### config.mk
export PLATFORM = sky130hd
export DESIGN_NAME = racing_game_engine
export DESIGN_NICKNAME = d
export VERILOG_FILES = /design/src/rtl/racing_game_engine_pkg.sv /design/src/rtl/racing_game_engine_lfsr8.sv /design/src/rtl/racing_game_engine.sv
export SDC_FILE = /design/constraint.sdc
export NUM_CORES = 1
export LEC_CHECK = 0
export CORE_AREA = 2 2 120 122
export CTS_CLUSTER_DIAMETER = 60
export DETAILED_ROUTE_END_ITERATION = 7
export DIE_AREA = 0 0 122 124
export HOLD_SLACK_MARGIN = 0.12
export PLACE_DENSITY = 0.77
export SLEW_MARGIN = 25
export SYNTH_ARGS = -nofsm -noshare
export SYNTH_HDL_FRONTEND = slang
export SYNTH_SLANG_ARGS = --single-unit
### constraint.sdc
create_clock -name clk_i -period 5.2 [get_ports clk_i]
set_clock_uncertainty 0.2 [all_clocks]
set_input_delay 1.04 -clock clk_i [delete_from_list [all_inputs] [get_ports clk_i]]
set_output_delay 1.04 -clock clk_i [all_outputs]
set_load 0.01 [all_outputs]
### src/rtl/racing_game_engine_pkg.sv
// Shared game-state encodings, enemy slot layout and small helpers for the
// racing game engine.
package racing_game_engine_pkg;

    localparam int ENEMY_W = 8;

    localparam logic [1:0] ST_ATTRACT  = 2'd0;
    localparam logic [1:0] ST_PLAY     = 2'd1;
    localparam logic [1:0] ST_CRASH    = 2'd2;
    localparam logic [1:0] ST_GAMEOVER = 2'd3;

    localparam logic [7:0] ATTRACT_SPEED = 8'd31;
    localparam logic [7:0] LFSR_SEED     = 8'h01;

    typedef struct packed {
        logic [ENEMY_W-1:0] x;
        logic [ENEMY_W-1:0] y;
        logic               dir;  // 1 = moving right
    } enemy_t;

    function automatic logic [7:0] clamp8(input logic [7:0] v,
                                          input logic [7:0] lo,
                                          input logic [7:0] hi);
        if (v < lo) return lo;
        if (v > hi) return hi;
        return v;
    endfunction

endpackage

### src/rtl/racing_game_engine_lfsr8.sv
// 8-bit Fibonacci LFSR, taps x^8+x^6+x^5+x^4+1, used to pick enemy respawn x.
module lfsr8
    import racing_game_engine_pkg::*;
(
    input  logic       clk_i,
    input  logic       rst_ni,
    input  logic       en_i,
    output logic [7:0] lfsr_o
);

    logic [7:0] lfsr_q, lfsr_d;
    logic       fb;

    assign fb     = lfsr_q[7] ^ lfsr_q[5] ^ lfsr_q[4] ^ lfsr_q[3];
    assign lfsr_d = en_i ? {lfsr_q[6:0], fb} : lfsr_q;
    assign lfsr_o = lfsr_q;

    always_ff @(posedge clk_i or negedge rst_ni) begin
        if (!rst_ni) lfsr_q <= LFSR_SEED;
        else         lfsr_q <= lfsr_d;
    end

endmodule

### src/rtl/racing_game_engine.sv
// Per-frame game-state engine: player, bouncing enemies, scroll, speed,
// score, lives and the attract/play/crash/game-over FSM.
module racing_game_engine
    import racing_game_engine_pkg::*;
#(
    parameter int NUM_ENEMIES  = 2,
    parameter int LEFT_EDGE    = 64,
    parameter int RIGHT_EDGE   = 192,
    parameter int PLAYER_Y     = 180,
    parameter int START_LIVES  = 3,
    parameter int CRASH_SPEED  = 16,
    parameter int CRASH_FRAMES = 60,
    parameter int SCORE_W      = 8
) (
    input  logic                     clk_i,
    input  logic                     rst_ni,
    input  logic                     frame_tick_i,
    input  logic [7:0]               paddle_x_i,
    input  logic [7:0]               paddle_y_i,
    input  logic                     start_btn_i,
    input  logic                     player_gfx_i,
    input  logic [NUM_ENEMIES-1:0]   enemy_gfx_i,
    input  logic                     track_gfx_i,
    output logic [7:0]               player_x_o,
    output logic [7:0]               player_y_o,
    output logic [8*NUM_ENEMIES-1:0] enemy_x_o,
    output logic [8*NUM_ENEMIES-1:0] enemy_y_o,
    output logic [15:0]              track_pos_o,
    output logic [7:0]               speed_o,
    output logic [SCORE_W-1:0]       score_o,
    output logic [2:0]               lives_o,
    output logic [1:0]               game_state_o
);

    localparam logic [7:0] LEFT_X    = 8'(LEFT_EDGE);
    localparam logic [7:0] RIGHT_X   = 8'(RIGHT_EDGE);
    localparam logic [7:0] PMAX_X    = 8'(RIGHT_EDGE - 8);
    localparam logic [2:0] LIVES0    = 3'(START_LIVES);
    localparam logic [7:0] CRASH_SPD = 8'(CRASH_SPEED);
    localparam logic [7:0] CRASH_T   = 8'(CRASH_FRAMES);

    logic [1:0]             state_q, state_d;
    logic [7:0]             player_x_q, player_x_d;
    logic [7:0]             speed_q, speed_d;
    logic [7:0]             timer_q, timer_d;
    logic [15:0]            track_q, track_d;
    logic [SCORE_W-1:0]     score_q, score_d;
    logic [2:0]             lives_q, lives_d;
    logic                   hit_q, hit_d;

    logic [7:0]             lfsr;
    logic [8:0]             reload_sum;
    logic [7:0]             reload_x;
    logic                   moving;
    logic [3:0]             step;
    logic [NUM_ENEMIES-1:0] wrap;
    logic [2:0]             wrap_cnt;
    logic [SCORE_W:0]       score_sum;
    logic [SCORE_W-1:0]     score_sat;
    logic [7:0]             target, speed_step;

    lfsr8 u_lfsr (
        .clk_i  (clk_i),
        .rst_ni (rst_ni),
        .en_i   (1'b1),
        .lfsr_o (lfsr)
    );

    // A hit seen in the frame_tick cycle itself must survive into the next frame.
    assign hit_d = (player_gfx_i && (|enemy_gfx_i || track_gfx_i)) || (hit_q && !frame_tick_i);

    assign moving     = (state_q != ST_GAMEOVER);
    assign step       = (state_q == ST_ATTRACT) ? ATTRACT_SPEED[7:4] : speed_q[7:4];
    assign reload_sum = {1'b0, LEFT_X} + {1'b0, lfsr & 8'h7F};
    assign reload_x   = (reload_sum > {1'b0, PMAX_X}) ? PMAX_X : reload_sum[7:0];

    for (genvar g = 0; g < NUM_ENEMIES; g++) begin : g_enemy
        localparam logic [7:0] RST_X   = 8'(LEFT_EDGE + 32 * g);
        localparam logic [7:0] RST_Y   = 8'(g * (256 / NUM_ENEMIES));
        localparam logic       RST_DIR = (g % 2) == 1;

        enemy_t     en_q, en_d;
        logic [7:0] y_nxt;

        assign y_nxt   = en_q.y + {4'd0, step};
        assign wrap[g] = moving && (y_nxt < en_q.y);

        // A respawn after passing the player takes priority over the edge bounce.
        always_comb begin
            en_d = en_q;
            if (moving) begin
                en_d.y = y_nxt;
                if (y_nxt < en_q.y) begin
                    en_d.x = reload_x;
                end else if (en_q.x == LEFT_X) begin
                    en_d.dir = 1'b1;
                    en_d.x   = LEFT_X + 8'd1;
                end else if (en_q.x == RIGHT_X) begin
                    en_d.dir = 1'b0;
                    en_d.x   = RIGHT_X - 8'd1;
                end else begin
                    en_d.x = en_q.dir ? en_q.x + 8'd1 : en_q.x - 8'd1;
                end
            end
        end

        always_ff @(posedge clk_i or negedge rst_ni) begin
            if (!rst_ni)           en_q <= '{x: RST_X, y: RST_Y, dir: RST_DIR};
            else if (frame_tick_i) en_q <= en_d;
        end

        assign enemy_x_o[8*g +: 8] = en_q.x;
        assign enemy_y_o[8*g +: 8] = en_q.y;
    end

    always_comb begin
        wrap_cnt = '0;
        for (int i = 0; i < NUM_ENEMIES; i++) wrap_cnt = wrap_cnt + {2'b00, wrap[i]};
    end

    assign score_sum  = {1'b0, score_q} + (SCORE_W+1)'(wrap_cnt);
    assign score_sat  = score_sum[SCORE_W] ? '1 : score_sum[SCORE_W-1:0];
    assign target     = ~paddle_y_i;
    assign speed_step = (speed_q < target) ? speed_q + 8'd1 :
                        (speed_q > target) ? speed_q - 8'd1 : speed_q;

    always_comb begin
        state_d    = state_q;
        speed_d    = speed_q;
        track_d    = moving ? track_q + {12'd0, step} : track_q;
        score_d    = score_q;
        lives_d    = lives_q;
        timer_d    = timer_q;
        player_x_d = clamp8(paddle_x_i, LEFT_X, PMAX_X);
        case (state_q)
            ST_ATTRACT, ST_GAMEOVER: begin
                if (state_q == ST_ATTRACT) speed_d = ATTRACT_SPEED;
                if (start_btn_i) begin
                    state_d = ST_PLAY;
                    lives_d = LIVES0;
                    score_d = '0;
                    speed_d = '0;
                end
            end
            ST_PLAY: begin
                speed_d = speed_step;
                score_d = score_sat;
                if (hit_q) begin
                    speed_d = CRASH_SPD;
                    lives_d = (lives_q == 3'd0) ? 3'd0 : lives_q - 3'd1;
                    timer_d = CRASH_T;
                    state_d = (lives_q <= 3'd1) ? ST_GAMEOVER : ST_CRASH;
                end
            end
            default: begin
                speed_d = speed_step;
                score_d = score_sat;
                timer_d = timer_q - 8'd1;
                if (timer_q <= 8'd1) begin
                    timer_d = '0;
                    state_d = ST_PLAY;
                end
            end
        endcase
    end

    always_ff @(posedge clk_i or negedge rst_ni) begin
        if (!rst_ni) hit_q <= 1'b0;
        else         hit_q <= hit_d;
    end

    always_ff @(posedge clk_i or negedge rst_ni) begin
        if (!rst_ni) begin
            state_q    <= ST_ATTRACT;
            player_x_q <= LEFT_X;
            speed_q    <= '0;
            track_q    <= '0;
            score_q    <= '0;
            lives_q    <= LIVES0;
            timer_q    <= '0;
        end else if (frame_tick_i) begin
            state_q    <= state_d;
            player_x_q <= player_x_d;
            speed_q    <= speed_d;
            track_q    <= track_d;
            score_q    <= score_d;
            lives_q    <= lives_d;
            timer_q    <= timer_d;
        end
    end

    assign player_x_o   = player_x_q;
    assign player_y_o   = 8'(PLAYER_Y);
    assign track_pos_o  = track_q;
    assign speed_o      = speed_q;
    assign score_o      = score_q;
    assign lives_o      = lives_q;
    assign game_state_o = state_q;

endmodule
Word-level counts from Yosys, hierarchy flattened
Index checks and enable logic that the tools add are counted.
- reductions and logical operators: 23
- add/subtract/negate cells: 14
- equality and inequality tests: 10
- $lt $le $gt $ge: 9
- bitwise operators: 7
- mux-type cells: 42
- operator list (operator ; count):
    $mux W8 ; 23
    $pmux W8 S2 ; 2
    $sub A8 B1 Y8 const B ; 4
    $add A8 B1 Y8 const B ; 3
    $lt A8 B8 Y1 ; 3
    $add A16 B4 Y16 ; 1
    $add A8 B4 Y8 ; 2
    $eq A8 B7 Y1 const B ; 2
    $eq A8 B8 Y1 const B ; 2
    $gt A8 B8 Y1 const B ; 2
    $reduce_and A4 Y1 ; 4
    $add A8 B2 Y9 ; 1
    $mux W3 ; 3
    $add A7 B7 Y8 const A ; 1
    $gt A8 B8 Y1 ; 1
    $le A8 B1 Y1 const B ; 1
    $lt A8 B7 Y1 const B ; 1
    $mux W1 ; 8
    $not A8 Y8 ; 1
    $mux W2 ; 3
    $ne A2 B2 Y1 const B ; 3
    $pmux W3 S2 ; 1
    $reduce_and A2 Y1 ; 3
    $reduce_bool A2 Y1 ; 3
    18 further kinds ; 27
- logic and storage cells: 120
- bits in registers: 96
- output and inout bits: 85
- input bits: 24

Logic depth before layout (Yosys ltp)
- depth in word-level cells: 9
- gate-level depth with buffers: 24
- gate-level depth less buffers: 22

Modules after synthesis
Synthesis repeated with hierarchy kept, for this count alone.
- cell total of the unflattened synthesis: 741
- area total of the unflattened synthesis: 6716.4 µm²
- modules (own cells, without submodules) (module ; area an instance (µm²) ; instances ; cells each ; sequential area each (µm²)):
    racing_game_engine ; 6396.1 ; 1 ; 720 ; 2212.1
    lfsr8 ; 320.3 ; 1 ; 21 ; 201.4

Worst setup path after synthesis
No wires, ideal clock.
- path type: register to register
- start point: reg state_q[0], in the netlist game_state_o[0]
- end point: reg score_q[0], in the netlist score_o[0]
- cell stages (with the launch flop): 25
- arrival: 5.060 ns
- path buffers: 2
- clock period less this slack: 5.343 ns
- library setup time: 0.083 ns
- slack: -0.143 ns
- required time: 4.917 ns
- cell sequence: dfrtp_1 -> inv_1 -> ha_1 -> buf_2 -> or2_2 -> ha_1 -> ha_1 -> a21oi_1 -> maj3_1 -> o21bai_1 -> and3_1 -> ha_1 -> or2_2 -> a21oi_1 -> a21oi_1 -> mux2i_2 -> buf_4 -> nand2b_1 -> fa_1 -> nor2b_1 -> and2_1 -> and3_1 -> nand4_1 -> a21o_1 -> o21ai_0
- cells in the longest elaborated chain, start to end: 9
- elaborated cells between the ends (all ways): 17
- those cells by class: 4 x add/sub; 2 x order compare; 3 x eq/ne; 3 x mux; 5 x reduce/logical
- ends and longest elaborated chain (item ; RTL line ; RTL):
    start: declaration ; racing_game_engine.sv:42 ; logic [1:0] state_q, state_d;
    start signal: assignment ; racing_game_engine.sv:182 ; state_q <= state_d;
    $logic_not A2 Y1 ; racing_game_engine.sv:73, racing_game_engine.sv:135 ;
    $mux W4 ; racing_game_engine.sv:73 ; assign step = (state_q == ST_ATTRACT) ? ATTRACT_SPEED[7:4] : speed_q[7:4];
    $add A8 B4 Y8 ; racing_game_engine.sv:85 ; assign y_nxt = en_q.y + {4'd0, step};
    $lt A8 B8 Y1 ; racing_game_engine.sv:86 ; assign wrap[g] = moving && (y_nxt < en_q.y);
    $logic_and A1 B1 Y1 ; racing_game_engine.sv:86 ;
    $add A1 B1 Y2 ; racing_game_engine.sv:118 ; for (int i = 0; i < NUM_ENEMIES; i++) wrap_cnt = wrap_cnt + {2'b00, wrap[i]};
    $add A8 B2 Y9 ; racing_game_engine.sv:121 ; assign score_sum = {1'b0, score_q} + (SCORE_W+1)'(wrap_cnt);
    $mux W8 ; racing_game_engine.sv:122 ; assign score_sat = score_sum[SCORE_W] ? '1 : score_sum[SCORE_W-1:0];
    $mux W8 ; racing_game_engine.sv:135 ; case (state_q)
    end signal: assignment ; racing_game_engine.sv:186 ; score_q <= score_d;
    end: declaration ; racing_game_engine.sv:47 ; logic [SCORE_W-1:0] score_q, score_d;
Parallel ways exist; a longest one is shown, timed or not.
A chain may end at the register's enable or synchronous reset.

Worst setup path after layout
- start point: reg state_q[0], in the netlist game_state_o[0]
- end point: reg score_q[4], in the netlist score_o[4]
Same word-level chain as after synthesis.

==> flow_summary.toml <==
[yosys]
synth_simple_gate_area_share = 0.1655
synth_top_area_share = 0.3222
synth-adder-area-share = 0.1129
synth_top_family_by_area = "compound AO/OA/AOI/OAI gates"
ys_seq_elements = 96
async_flop_share = 1.000
synthCells = 749
yosysWarnings = 0
synthFlopType = "dfrtp_1"
synth-seq-area-share = 0.3572
synth_xor_area_frac = 0.05055
synth_commonest_cells = "dfrtp_1, nand2_1, o21ai_0"
yosysMostFrequentCell = "dfrtp_1"
synth.avg_cell_area_um2 = 9.022
synthMuxAreaShare = 0.01926
synth_area_um2 = 6758
ys_types = 82
synth-edff-count = 0
yosysTopAreaCell = "dfrtp_1"
synth_compound_area_frac = 0.2063
yosys-top-cells-area = "dfrtp_1, ha_1, o21ai_0"

[min_path]
holdCritPathClass = "flop to flop"
hold_depth = 0
min_to = "u_lfsr.lfsr_o[3]"
worstHoldStart = "u_lfsr.lfsr_o[2]"

[clock_tree]
clockRootBuffer = "clkbuf_16"
htreeDepth = 3
clk_latency_ns = 0.36
clk_path_buf_depth = 2
cts_tree = "built"
numCtsBuffers = 9
path_clk_slew_ns = 0.07
cts.sink_count = 96

[cells_and_area]
design_area_um2 = 8090
areaGrowthSynthToFinish_pct = 19.72
drive_gt1_frac = 0.1023
diodes = 0
stdcell_count = 1001
final_nets = 893

[placement]
place_congestion = 0.8879
placed_area_um2 = 7677
dp_cells = 980
post-dp-hpwl_um = 11320
pre_cts_slack_ns = 0.02433
port_buffers = 100

[drt]
drt_wl_total_um = 15590
wl_per_cell_um = 15.58
antenna_left = 0
dr.pass1.iters = 5
viasPerCell = 5.585
drc_errors = 0
vias = 5591
dr.first_iter.drc_count = 272

[power_and_ir_drop]
power.density_nw_per_um2 = 550.5
power_leakage_nw = 3.455
peakVddDrop_mv = 0.3139

[floorplanning]
io_pins = 109
initial_utilization = 0.4926
die_h_um = 124
dieWidth_um = 122
rows = 43
core_area_um2 = 13720
fp.dieArea_um2 = 15130

[sta]
setup_viol = 0
fin_crit_sh = 0.9423
period_needed_ns = 4.900
maxSlewHeadroom = 0.3688
worst_slew_pin_slew_ns = 0.9468
tns_ns = 0
maxSlewViolCount = 0
whs_ns = 0.1922
finalHoldViolCount = 0
fmax_mhz = 204.1
setup_ws_ns = 0.3001

[setup_path]
worstPathRequired_ns = 5.27
timing.critical_path.buf_inv = 1
r2r_cells = 22
cp-start-kind = "flop"
path_delay_family = "adder cells"
path_common_cell = "ha_1"
slowest_stage = "dfrtp_1"
slowest_delay_ns = 0.39
reg2reg_to = "score_o[4]"
reg2reg_from = "game_state_o[0]"
crit_fanout = 6
rrSetupSlack_ns = 0.30
crit_type = "flop to flop"
end_kind = "flop"
crit_arrival_ns = 4.97
path_cells = "inv_2 > ha_4 > or2_4 > ha_2 > ha_1 > a21oi_2 > maj3_1 > o21bai_1 > and3_1 > ha_1 > or2_2 > o211ai_1 > a21oi_1 > o31ai_2 > nand2b_1 > fa_2 > nor2b_4 > and2_4 > and3_4 > nand4_1 > o21a_1 > o21ai_0"

[global_routing]
grt_pass1_wl_um = 25980
grt.total_usage = 0.2146
grt_max_degree = 64
overflow = 0
grt_pass1_vias = 5421
antenna_found_initial = 0

[run]
drv_cap = 0

[status]
status = "finished clean"
flip-flops by register name, indices dropped and copies added (netlist names):
name           cells
track_pos_o       16
speed_o            8
lives_o            3
enemy_y_o         16
hit_q              1
game_state_o       2
score_o            8
timer_q            8
u_lfsr.lfsr_o      8
player_x_o         8
g_enemy.en_q       2
enemy_x_o         16
how the worst max path moves through the flow:
stage / start / end / slack, ns / depth (start not counted)
3_3_place_gp: game_state_o[0] / score_o[4] / 0.14 / 22
5_1_grt: game_state_o[0] / score_o[1] / -0.04 / 22
6_report: game_state_o[0] / score_o[4] / 0.30 / 22
4_1_cts: game_state_o[0] / score_o[4] / 0.0008 / 22
3_5_place_dp: game_state_o[0] / score_o[2] / 0.02 / 22
2_1_floorplan: game_state_o[0] / score_o[0] / 0.005 / 24
per-layer routing:
layer	GRT usage	vias to the layer above	share of wire
li1	-	2764	-
met1	0.2869	2684	0.46
met2	0.3537	128	0.47
met3	0.03846	15	0.048
met4	0.07112	0	0.013
met5	0	-	0
area by class of cell:
class / count / area (um2)
tap: 180 / 225.2
fill: 1217 / 5629
multi-input combinational: 550 / 3847
sequential: 96 / 2414
timing repair buffer: 115 / 1111
clock buffer: 9 / 225.2
clock inverter: 7 / 102.6
inverter: 44 / 165.2
placed cells by master, fill, tap and decap left out, types with 6 or more instances in the layout:
cell             instances
o31ai_1                 10
nor2_1                  40
o21ai_0                 66
and3_1                   9
nor3_1                  12
o211ai_1                11
inv_1                   41
mux2i_1                  6
o2bb2ai_1                6
xnor2_1                 26
ha_1                    46
clkdlybuf4s50_1         99
a211oi_1                 8
dfstp_2                  9
clkbuf_16                9
nand4_1                  9
maj3_1                   7
conb_1                   8
buf_4                   16
nand2_1                 76
o21a_1                   8
dfrtp_1                 87
a21oi_1                 30
nand3_1                 20
nand2b_1                10
and2_1                   7
xor2_1                  13
per-stage QoR:
stage | util | power, mW
after CTS | 0.5835 | 4.329
after floorplan | - | 2.881
final | 0.5897 | 4.454
after detailed placement | 0.5596 | 3.562
after global placement | 0.5596 | 3.529
after global routing | 0.5897 | 4.828
cells by family (layout without fill, tap and decap cells):
family,Yosys count,count (layout)
adders and majority gates,60,60
buffers and inverters,109,175
and+or+nand+nor,225,225
xor gates and xnor gates,39,39
DFF,96,96
muxes,12,12
other,2,8
AOI/OAI and AO/OA,206,206
repair_timing:
action / 4_1_cts / 5_1_grt
gates resized for setup: 0 / 13
endpoints found under the setup margin: 0 / 8
hold buffers: 0 / 0
buffers inserted: 0 / 5
power by group:
part / internal, mW / switching, mW
Sequential: 0.957 / 0.288
Clock: 0.428 / 0.312
Combinational: 1.16 / 1.31
Total: 2.54 / 1.91
Note: power is estimated with default switching activity, not from simulation.
